## config.mk

```make
export PLATFORM = sky130hd
export DESIGN_NAME = mem_port_arbiter_flat
export DESIGN_NICKNAME = d
export VERILOG_FILES = /design/src/rtl/mem_port_arbiter_if.sv /design/src/rtl/mem_port_arbiter.sv /design/src/flat_wrapper.sv
export SDC_FILE = /design/constraint.sdc
export NUM_CORES = 1
export LEC_CHECK = 0
export CAP_MARGIN = 20
export CORE_UTILIZATION = 24
export CTS_BUF_LIST = sky130_fd_sc_hd__clkbuf_8 sky130_fd_sc_hd__clkbuf_16
export CTS_CLUSTER_DIAMETER = 60
export CTS_CLUSTER_SIZE = 16
export DETAILED_ROUTE_END_ITERATION = 10
export PLACE_DENSITY_LB_ADDON = 0.08
export REMOVE_ABC_BUFFERS = 1
export SETUP_SLACK_MARGIN = 0.15
export SLEW_MARGIN = 20
export SYNTH_ARGS = -nofsm -noshare
export SYNTH_HDL_FRONTEND = slang
export SYNTH_SLANG_ARGS = --single-unit
```

## constraint.sdc

```tcl
create_clock -name i_clock -period 3.2 [get_ports i_clock]
set_input_delay 0.64 -clock i_clock [delete_from_list [all_inputs] [get_ports i_clock]]
set_output_delay 0.64 -clock i_clock [all_outputs]
set_load 0.01 [all_outputs]
```

## src/rtl/mem_port_arbiter_if.sv

```systemverilog
// Bundles the requester and memory-side signals of mem_port_arbiter.
//   master : arbiter view. Takes in the fetch/data requests and the memory
//            responses. Drives the grants, the responses and the memory request.
//   slave  : environment view (core requesters plus memory model).
// Signal names match the original flat port list.
interface mem_port_arbiter_if;
  logic        i_ins_req;
  logic [31:0] i_ins_address;
  logic        o_ins_grant;
  logic        o_ins_valid;
  logic [31:0] o_ins_data;
  logic        o_ins_error;

  logic        i_dat_req;
  logic        i_dat_rw;
  logic [31:0] i_dat_address;
  logic [31:0] i_dat_wdata;
  logic [3:0]  i_dat_strobe;
  logic        o_dat_grant;
  logic        o_dat_valid;
  logic [31:0] o_dat_rdata;
  logic        o_dat_error;

  logic        o_mem_req;
  logic        o_mem_rw;
  logic [31:0] o_mem_address;
  logic [31:0] o_mem_wdata;
  logic [3:0]  o_mem_strobe;
  logic        i_mem_ack;
  logic        i_mem_rvalid;
  logic [31:0] i_mem_rdata;

  modport master (
    input  i_ins_req, i_ins_address,
    output o_ins_grant, o_ins_valid, o_ins_data, o_ins_error,
    input  i_dat_req, i_dat_rw, i_dat_address, i_dat_wdata, i_dat_strobe,
    output o_dat_grant, o_dat_valid, o_dat_rdata, o_dat_error,
    output o_mem_req, o_mem_rw, o_mem_address, o_mem_wdata, o_mem_strobe,
    input  i_mem_ack, i_mem_rvalid, i_mem_rdata
  );

  modport slave (
    output i_ins_req, i_ins_address,
    input  o_ins_grant, o_ins_valid, o_ins_data, o_ins_error,
    output i_dat_req, i_dat_rw, i_dat_address, i_dat_wdata, i_dat_strobe,
    input  o_dat_grant, o_dat_valid, o_dat_rdata, o_dat_error,
    input  o_mem_req, o_mem_rw, o_mem_address, o_mem_wdata, o_mem_strobe,
    output i_mem_ack, i_mem_rvalid, i_mem_rdata
  );
endinterface

```

## src/rtl/mem_port_arbiter.sv

```systemverilog
// Round-robin arbiter that shares one single-ported memory between the
// instruction-fetch requester and the data load/store requester.
// It handles one transaction at a time: IDLE -> ISSUE (req/ack) -> WAIT (rvalid).
// A transaction that the memory does not finish within TIMEOUT cycles is
// aborted, and the owner gets an error response.
// Ports:
//   i_clock, i_reset : clock, synchronous active-high reset
//   bus              : requester and memory handshakes (mem_port_arbiter_if.master)
//   o_timeout_flag   : sticky, set by any timeout since reset
module mem_port_arbiter #(
  parameter int unsigned TIMEOUT = 255
) (
  input  logic               i_clock,
  input  logic               i_reset,
  mem_port_arbiter_if.master bus,
  output logic               o_timeout_flag
);

  typedef enum logic [1:0] {ST_IDLE, ST_ISSUE, ST_WAIT} state_e;

  localparam logic [7:0] CNT_LAST = 8'(TIMEOUT - 1);

  state_e      state_q, state_d;
  logic [7:0]  cnt_q, cnt_d;
  logic        owner_dat_q, owner_dat_d;
  logic        last_dat_q, last_dat_d;
  logic        ins_grant_q, ins_grant_d;
  logic        ins_valid_q, ins_valid_d;
  logic        ins_error_q, ins_error_d;
  logic [31:0] ins_data_q, ins_data_d;
  logic        dat_grant_q, dat_grant_d;
  logic        dat_valid_q, dat_valid_d;
  logic        dat_error_q, dat_error_d;
  logic [31:0] dat_rdata_q, dat_rdata_d;
  logic        mem_req_q, mem_req_d;
  logic        mem_rw_q, mem_rw_d;
  logic [31:0] mem_address_q, mem_address_d;
  logic [31:0] mem_wdata_q, mem_wdata_d;
  logic [3:0]  mem_strobe_q, mem_strobe_d;
  logic        timeout_q, timeout_d;

  logic        pick_dat;
  logic        done;

  // On a tie, the data side wins unless it was the last one served.
  assign pick_dat = bus.i_dat_req && (!bus.i_ins_req || !last_dat_q);
  // Only rvalid in WAIT completes a transaction. Completion beats the timeout.
  assign done     = (state_q == ST_WAIT) && bus.i_mem_rvalid;

  always_comb begin
    state_d       = state_q;
    cnt_d         = cnt_q;
    owner_dat_d   = owner_dat_q;
    last_dat_d    = last_dat_q;
    ins_grant_d   = 1'b0;
    ins_valid_d   = 1'b0;
    ins_error_d   = 1'b0;
    ins_data_d    = ins_data_q;
    dat_grant_d   = 1'b0;
    dat_valid_d   = 1'b0;
    dat_error_d   = 1'b0;
    dat_rdata_d   = dat_rdata_q;
    mem_req_d     = mem_req_q;
    mem_rw_d      = mem_rw_q;
    mem_address_d = mem_address_q;
    mem_wdata_d   = mem_wdata_q;
    mem_strobe_d  = mem_strobe_q;
    timeout_d     = timeout_q;

    unique case (state_q)
      ST_IDLE: begin
        if (bus.i_ins_req || bus.i_dat_req) begin
          owner_dat_d = pick_dat;
          last_dat_d  = pick_dat;
          cnt_d       = '0;
          mem_req_d   = 1'b1;
          state_d     = ST_ISSUE;
          if (pick_dat) begin
            dat_grant_d   = 1'b1;
            mem_rw_d      = bus.i_dat_rw;
            mem_address_d = bus.i_dat_address;
            mem_wdata_d   = bus.i_dat_wdata;
            mem_strobe_d  = bus.i_dat_strobe;
          end else begin
            ins_grant_d   = 1'b1;
            mem_rw_d      = 1'b0;
            mem_address_d = bus.i_ins_address;
            mem_wdata_d   = '0;
            mem_strobe_d  = '1;
          end
        end
      end
      ST_ISSUE, ST_WAIT: begin
        cnt_d = cnt_q + 8'd1;
        if (done) begin
          state_d = ST_IDLE;
          if (owner_dat_q) begin
            dat_valid_d = 1'b1;
            if (!mem_rw_q) dat_rdata_d = bus.i_mem_rdata;
          end else begin
            ins_valid_d = 1'b1;
            ins_data_d  = bus.i_mem_rdata;
          end
        end else if (cnt_q == CNT_LAST) begin
          state_d   = ST_IDLE;
          mem_req_d = 1'b0;
          timeout_d = 1'b1;
          if (owner_dat_q) begin
            dat_valid_d = 1'b1;
            dat_error_d = 1'b1;
          end else begin
            ins_valid_d = 1'b1;
            ins_error_d = 1'b1;
          end
        end else if ((state_q == ST_ISSUE) && bus.i_mem_ack) begin
          state_d   = ST_WAIT;
          mem_req_d = 1'b0;
        end
      end
      default: state_d = ST_IDLE;
    endcase
  end

  always_ff @(posedge i_clock) begin
    if (i_reset) begin
      state_q       <= ST_IDLE;
      cnt_q         <= '0;
      owner_dat_q   <= 1'b0;
      last_dat_q    <= 1'b0;
      ins_grant_q   <= 1'b0;
      ins_valid_q   <= 1'b0;
      ins_error_q   <= 1'b0;
      ins_data_q    <= '0;
      dat_grant_q   <= 1'b0;
      dat_valid_q   <= 1'b0;
      dat_error_q   <= 1'b0;
      dat_rdata_q   <= '0;
      mem_req_q     <= 1'b0;
      mem_rw_q      <= 1'b0;
      mem_address_q <= '0;
      mem_wdata_q   <= '0;
      mem_strobe_q  <= '0;
      timeout_q     <= 1'b0;
    end else begin
      state_q       <= state_d;
      cnt_q         <= cnt_d;
      owner_dat_q   <= owner_dat_d;
      last_dat_q    <= last_dat_d;
      ins_grant_q   <= ins_grant_d;
      ins_valid_q   <= ins_valid_d;
      ins_error_q   <= ins_error_d;
      ins_data_q    <= ins_data_d;
      dat_grant_q   <= dat_grant_d;
      dat_valid_q   <= dat_valid_d;
      dat_error_q   <= dat_error_d;
      dat_rdata_q   <= dat_rdata_d;
      mem_req_q     <= mem_req_d;
      mem_rw_q      <= mem_rw_d;
      mem_address_q <= mem_address_d;
      mem_wdata_q   <= mem_wdata_d;
      mem_strobe_q  <= mem_strobe_d;
      timeout_q     <= timeout_d;
    end
  end

  assign bus.o_ins_grant   = ins_grant_q;
  assign bus.o_ins_valid   = ins_valid_q;
  assign bus.o_ins_error   = ins_error_q;
  assign bus.o_ins_data    = ins_data_q;
  assign bus.o_dat_grant   = dat_grant_q;
  assign bus.o_dat_valid   = dat_valid_q;
  assign bus.o_dat_error   = dat_error_q;
  assign bus.o_dat_rdata   = dat_rdata_q;
  assign bus.o_mem_req     = mem_req_q;
  assign bus.o_mem_rw      = mem_rw_q;
  assign bus.o_mem_address = mem_address_q;
  assign bus.o_mem_wdata   = mem_wdata_q;
  assign bus.o_mem_strobe  = mem_strobe_q;
  assign o_timeout_flag    = timeout_q;

endmodule

```

## src/flat_wrapper.sv

```systemverilog
// flat-port wrapper written by rule: the top's interface ports become plain ports
module mem_port_arbiter_flat 
#(
  parameter int unsigned TIMEOUT = 255
)
  (i_clock, i_reset, o_timeout_flag, bus_i_ins_req, bus_i_ins_address, bus_o_ins_grant, bus_o_ins_valid, bus_o_ins_data, bus_o_ins_error, bus_i_dat_req, bus_i_dat_rw, bus_i_dat_address, bus_i_dat_wdata, bus_i_dat_strobe, bus_o_dat_grant, bus_o_dat_valid, bus_o_dat_rdata, bus_o_dat_error, bus_o_mem_req, bus_o_mem_rw, bus_o_mem_address, bus_o_mem_wdata, bus_o_mem_strobe, bus_i_mem_ack, bus_i_mem_rvalid, bus_i_mem_rdata);
  mem_port_arbiter_if bus_i ();
  input  logic i_clock;
  input  logic i_reset;
  output logic o_timeout_flag;
  input wire logic [$bits(bus_i.i_ins_req)-1:0] bus_i_ins_req;
  input wire logic [$bits(bus_i.i_ins_address)-1:0] bus_i_ins_address;
  output wire logic [$bits(bus_i.o_ins_grant)-1:0] bus_o_ins_grant;
  output wire logic [$bits(bus_i.o_ins_valid)-1:0] bus_o_ins_valid;
  output wire logic [$bits(bus_i.o_ins_data)-1:0] bus_o_ins_data;
  output wire logic [$bits(bus_i.o_ins_error)-1:0] bus_o_ins_error;
  input wire logic [$bits(bus_i.i_dat_req)-1:0] bus_i_dat_req;
  input wire logic [$bits(bus_i.i_dat_rw)-1:0] bus_i_dat_rw;
  input wire logic [$bits(bus_i.i_dat_address)-1:0] bus_i_dat_address;
  input wire logic [$bits(bus_i.i_dat_wdata)-1:0] bus_i_dat_wdata;
  input wire logic [$bits(bus_i.i_dat_strobe)-1:0] bus_i_dat_strobe;
  output wire logic [$bits(bus_i.o_dat_grant)-1:0] bus_o_dat_grant;
  output wire logic [$bits(bus_i.o_dat_valid)-1:0] bus_o_dat_valid;
  output wire logic [$bits(bus_i.o_dat_rdata)-1:0] bus_o_dat_rdata;
  output wire logic [$bits(bus_i.o_dat_error)-1:0] bus_o_dat_error;
  output wire logic [$bits(bus_i.o_mem_req)-1:0] bus_o_mem_req;
  output wire logic [$bits(bus_i.o_mem_rw)-1:0] bus_o_mem_rw;
  output wire logic [$bits(bus_i.o_mem_address)-1:0] bus_o_mem_address;
  output wire logic [$bits(bus_i.o_mem_wdata)-1:0] bus_o_mem_wdata;
  output wire logic [$bits(bus_i.o_mem_strobe)-1:0] bus_o_mem_strobe;
  input wire logic [$bits(bus_i.i_mem_ack)-1:0] bus_i_mem_ack;
  input wire logic [$bits(bus_i.i_mem_rvalid)-1:0] bus_i_mem_rvalid;
  input wire logic [$bits(bus_i.i_mem_rdata)-1:0] bus_i_mem_rdata;
  assign bus_i.i_ins_req = bus_i_ins_req;
  assign bus_i.i_ins_address = bus_i_ins_address;
  assign bus_o_ins_grant = bus_i.o_ins_grant;
  assign bus_o_ins_valid = bus_i.o_ins_valid;
  assign bus_o_ins_data = bus_i.o_ins_data;
  assign bus_o_ins_error = bus_i.o_ins_error;
  assign bus_i.i_dat_req = bus_i_dat_req;
  assign bus_i.i_dat_rw = bus_i_dat_rw;
  assign bus_i.i_dat_address = bus_i_dat_address;
  assign bus_i.i_dat_wdata = bus_i_dat_wdata;
  assign bus_i.i_dat_strobe = bus_i_dat_strobe;
  assign bus_o_dat_grant = bus_i.o_dat_grant;
  assign bus_o_dat_valid = bus_i.o_dat_valid;
  assign bus_o_dat_rdata = bus_i.o_dat_rdata;
  assign bus_o_dat_error = bus_i.o_dat_error;
  assign bus_o_mem_req = bus_i.o_mem_req;
  assign bus_o_mem_rw = bus_i.o_mem_rw;
  assign bus_o_mem_address = bus_i.o_mem_address;
  assign bus_o_mem_wdata = bus_i.o_mem_wdata;
  assign bus_o_mem_strobe = bus_i.o_mem_strobe;
  assign bus_i.i_mem_ack = bus_i_mem_ack;
  assign bus_i.i_mem_rvalid = bus_i_mem_rvalid;
  assign bus_i.i_mem_rdata = bus_i_mem_rdata;
  mem_port_arbiter #(.TIMEOUT(TIMEOUT)) u_core (.i_clock(i_clock), .i_reset(i_reset), .bus(bus_i), .o_timeout_flag(o_timeout_flag));
endmodule
```

==> flow_summary.yaml <==
sta:
  worst_pin_slew_ns: 0.673
  drv_slew: 0
  finalCritPeriodShare_pct: 68.6
  layout_min_cycle_time_ns: 2.19
  setup_violations: 0
  relSlewSlack_pct: 55.1
  finalHoldViolCount: 0
  fmax_ghz: 0.456
  fin_skew_ns: 0.0116
  rsz0062_at_grt: "false"
synthesis:
  synth_edf_count: 0
  synthXorXnorAreaFrac_pct: 0.921
  synthArstFlopShare_pct: 0
  synth_top_family_by_area: "compound AO/OA/AOI/OAI gates"
  synth_adder_area_share_pct: 1.10
  synthSimpleGateAreaFrac_pct: 16.4
  synth-compound-area-share_pct: 17.9
  synth_cell_types: 45
  ys.flop_type: "dfxtp_1"
  avgSynthCellArea_um2: 9.30
  ys_ff_latch: 152
  netlist_area_um2: 5700
  synth.mux.area_fraction_pct: 5.44
  syn_inst: 613
  synth-seq-area-share_pct: 53.4
  ys_warn_count: 0
worst_setup_path:
  regToRegSetupSlack_ns: 1.01
  start_kind: "register"
  rr_endpoint: "u_core.bus.o_dat_rdata[24]"
  r2r-start: "u_core.state_q[0]"
  cp_max_fo: 18
  critPathRequiredTime_ns: 3.48
  critical_path_class: "reg2reg"
  cp-end-kind: "register"
  r2r_cells: 7
  critPathArrivalTime_ns: 2.48
clock_network:
  insertion_delay_ns: 0.42
  cts_buffer_depth: 2
  cts-root-buf: "clkbuf_16"
  cts_setup_buffers: 0
  cts_sinks: 152
  clk_pin_slew_ns: 0.06
  postCtsHoldBufs: 0
  h-tree-depth: 4
  cts-resized-gates: 0
  cts_tree: "built"
  cts-buffers-inserted: 17
placement:
  io_buffer_count: 279
  place_congestion: 0.775
  dp_hpwl_mm: 13.2
  placedCellCount: 1180
routing:
  vias_per_cell: 4.36
  drt-pass1-iter-count: 4
  wl_mm: 18.3
  ant_nets: 0
  num_vias: 5287
  drt-initial-drc-count: 198
  drc: 0
  wl_per_cell_um: 15.1
cells_and_area:
  drive_gt1_share_pct: 6.27
  area_growth_pct: 64.0
  nFillCells: 2349
  final_cell_mix: "clkdlybuf4s50_1 (278), dfxtp_1 (152), nand2_1 (135)"
  antennaDiodeCount: 0
  nets: 1024
  layout_commonest_cell: "clkdlybuf4s50_1"
  final_cells: 1212
  utilization_pct: 40.0
pwr:
  comb_power_share_pct: 30.7
  p_leak_nw: 3.37
  seqPwrFrac_pct: 37.0
  vdd_drop_max_mv: 0.323
  swShare_pct: 31.1
  p_per_area_nw_per_um2: 687
  p_sw_mw: 2.00
  p_clk_share_pct: 32.3
  power.total_mw: 6.42
  p_int_mw: 4.42
die:
  fp.dieW_um: 156
  core_um2: 23400
  die_area_um2: 24400
  die_y_um: 156
  start_util_pct: 24.4
  ios: 280
  rows: 56
global_routing:
  grt_usage_pct: 15.2
  grt_pass1_vias: 5235
  grt_first_pass_wirelength_mm: 28.7
  overflow: 0
  antenna_found_initial: 0
  grt_max_degree: 98
job:
  maxCapViolCount: 0
worst_hold_path:
  hold_end: "u_core.bus.o_ins_data[22]"
  hold_class: "reg2reg"
  worstHoldStart: "u_core.bus.o_ins_data[22]"
  holdPathStages: 2
outcome:
  outcome: "finished clean"
-- power by group through the flow --
| stage | sequential [mW] | clock (mW) | combinational [mW] |
|---|---|---|---|
| after floorplan | 2.52 | 0 | 0.826 |
| after detailed placement | 2.41 | 0 | 1.99 |
| after global placement | 2.41 | 0 | 1.99 |
| after global routing | 2.42 | 2.22 | 2.16 |
| final | 2.38 | 2.07 | 1.97 |
| after CTS | 2.38 | 2.13 | 2.00 |
-- final cells by class --
type | count | area, um2 | share of cell area (%)
inverter | 7 | 26.3 | 0.281
tap | 319 | 399 | 4.27
multi-input combinational | 411 | 2390 | 25.5
timing repair buffer | 291 | 2890 | 30.9
clock inverter | 15 | 176 | 1.89
clock buffer | 17 | 425 | 4.55
sequential | 152 | 3040 | 32.5
-- through the flow --
| step | area, um2 | TNS, ns | setup WS (ns) | hold slack [ns] |
|---|---|---|---|---|
| floorplan | 5450 | -0.251 | -0.251 | 0.474 |
| global placement | 8750 | 0 | 0.788 | 0.443 |
| detailed placement | 8750 | 0 | 0.743 | 0.448 |
| CTS | 9350 | 0 | 0.976 | 0.457 |
| global route | 9350 | 0 | 0.850 | 0.470 |
| finish | 9350 | 0 | 1.01 | 0.453 |
-- worst max-delay path: stages, from the launching register on --
cell     delay (ns)
dfxtp_1        0.35
inv_1          0.08
ha_1           0.41
nand2_1        0.14
or3_1          0.62
buf_4          0.32
nand2_1        0.08
a21oi_1        0.06
-- cell usage after synthesis (2+ instances only) --
cell | instances | area share, %
xnor2_1 | 6 | 0.92
nor3_1 | 9 | 0.79
buf_8 | 3 | 0.79
buf_2 | 21 | 1.8
nand3_1 | 4 | 0.35
clkbuf_1 | 14 | 0.92
nand2_1 | 135 | 8.9
mux2i_1 | 31 | 5.4
a21oi_1 | 67 | 5.9
a211oi_2 | 6 | 1.3
o21ai_0 | 3 | 0.26
nor4_1 | 3 | 0.33
a22o_1 | 33 | 5.1
ha_1 | 5 | 1.1
a21o_1 | 2 | 0.26
buf_6 | 4 | 0.79
nand4_1 | 3 | 0.33
a211oi_1 | 26 | 3.4
nor2_1 | 53 | 3.5
and3_1 | 3 | 0.33
inv_1 | 7 | 0.46
dfxtp_1 | 152 | 53
-- routing by layer --
| layer | vias to the layer above | GRT usage [%] | share of wire (%) |
|---|---|---|---|
| li1 | 2650 | - | - |
| met1 | 2410 | 18.4 | 43 |
| met2 | 205 | 23.8 | 45 |
| met3 | 22 | 6.69 | 11 |
| met4 | 0 | 4.95 | 1.4 |
| met5 | - | 0 | 0 |
-- cells by family (layout without fill, tap and decap cells) --
logic type      count (synthesis)  in the layout
flops                         152            152
simple gates                  222            222
buf+inv                        50            330
compound gates                147            147
xor+xnor                        6              6
fa+ha+maj                       5              5
mux                            31             31
-- registers in the layout, indices dropped and copies added (netlist names), 2 cells and up --
name,cells
u_core.bus.o_dat_rdata,32
u_core.bus.o_ins_data,32
u_core.bus.o_mem_address,32
u_core.bus.o_mem_strobe,4
u_core.bus.o_mem_wdata,32
u_core.cnt_q,8
u_core.state_q,2
-- worst max-delay path by stage --
stage / from / to / slack [ns] / cells past startpoint
6_report: u_core.state_q[0] / u_core.bus.o_dat_rdata[24] / 1.01 / 7
5_1_grt: u_core.state_q[1] / u_core.bus.o_dat_rdata[20] / 0.85 / 7
3_5_place_dp: bus_i_ins_req / u_core.bus.o_mem_address[20] / 0.74 / 5
4_1_cts: u_core.state_q[1] / u_core.bus.o_dat_rdata[5] / 0.98 / 7
3_3_place_gp: bus_i_mem_rvalid / u_core.bus.o_dat_rdata[26] / 0.79 / 6
2_1_floorplan: u_core.state_q[1] / u_core.bus.o_mem_address[31] / -0.25 / 6
No activity file was read; power rests on OpenSTA's default activity.
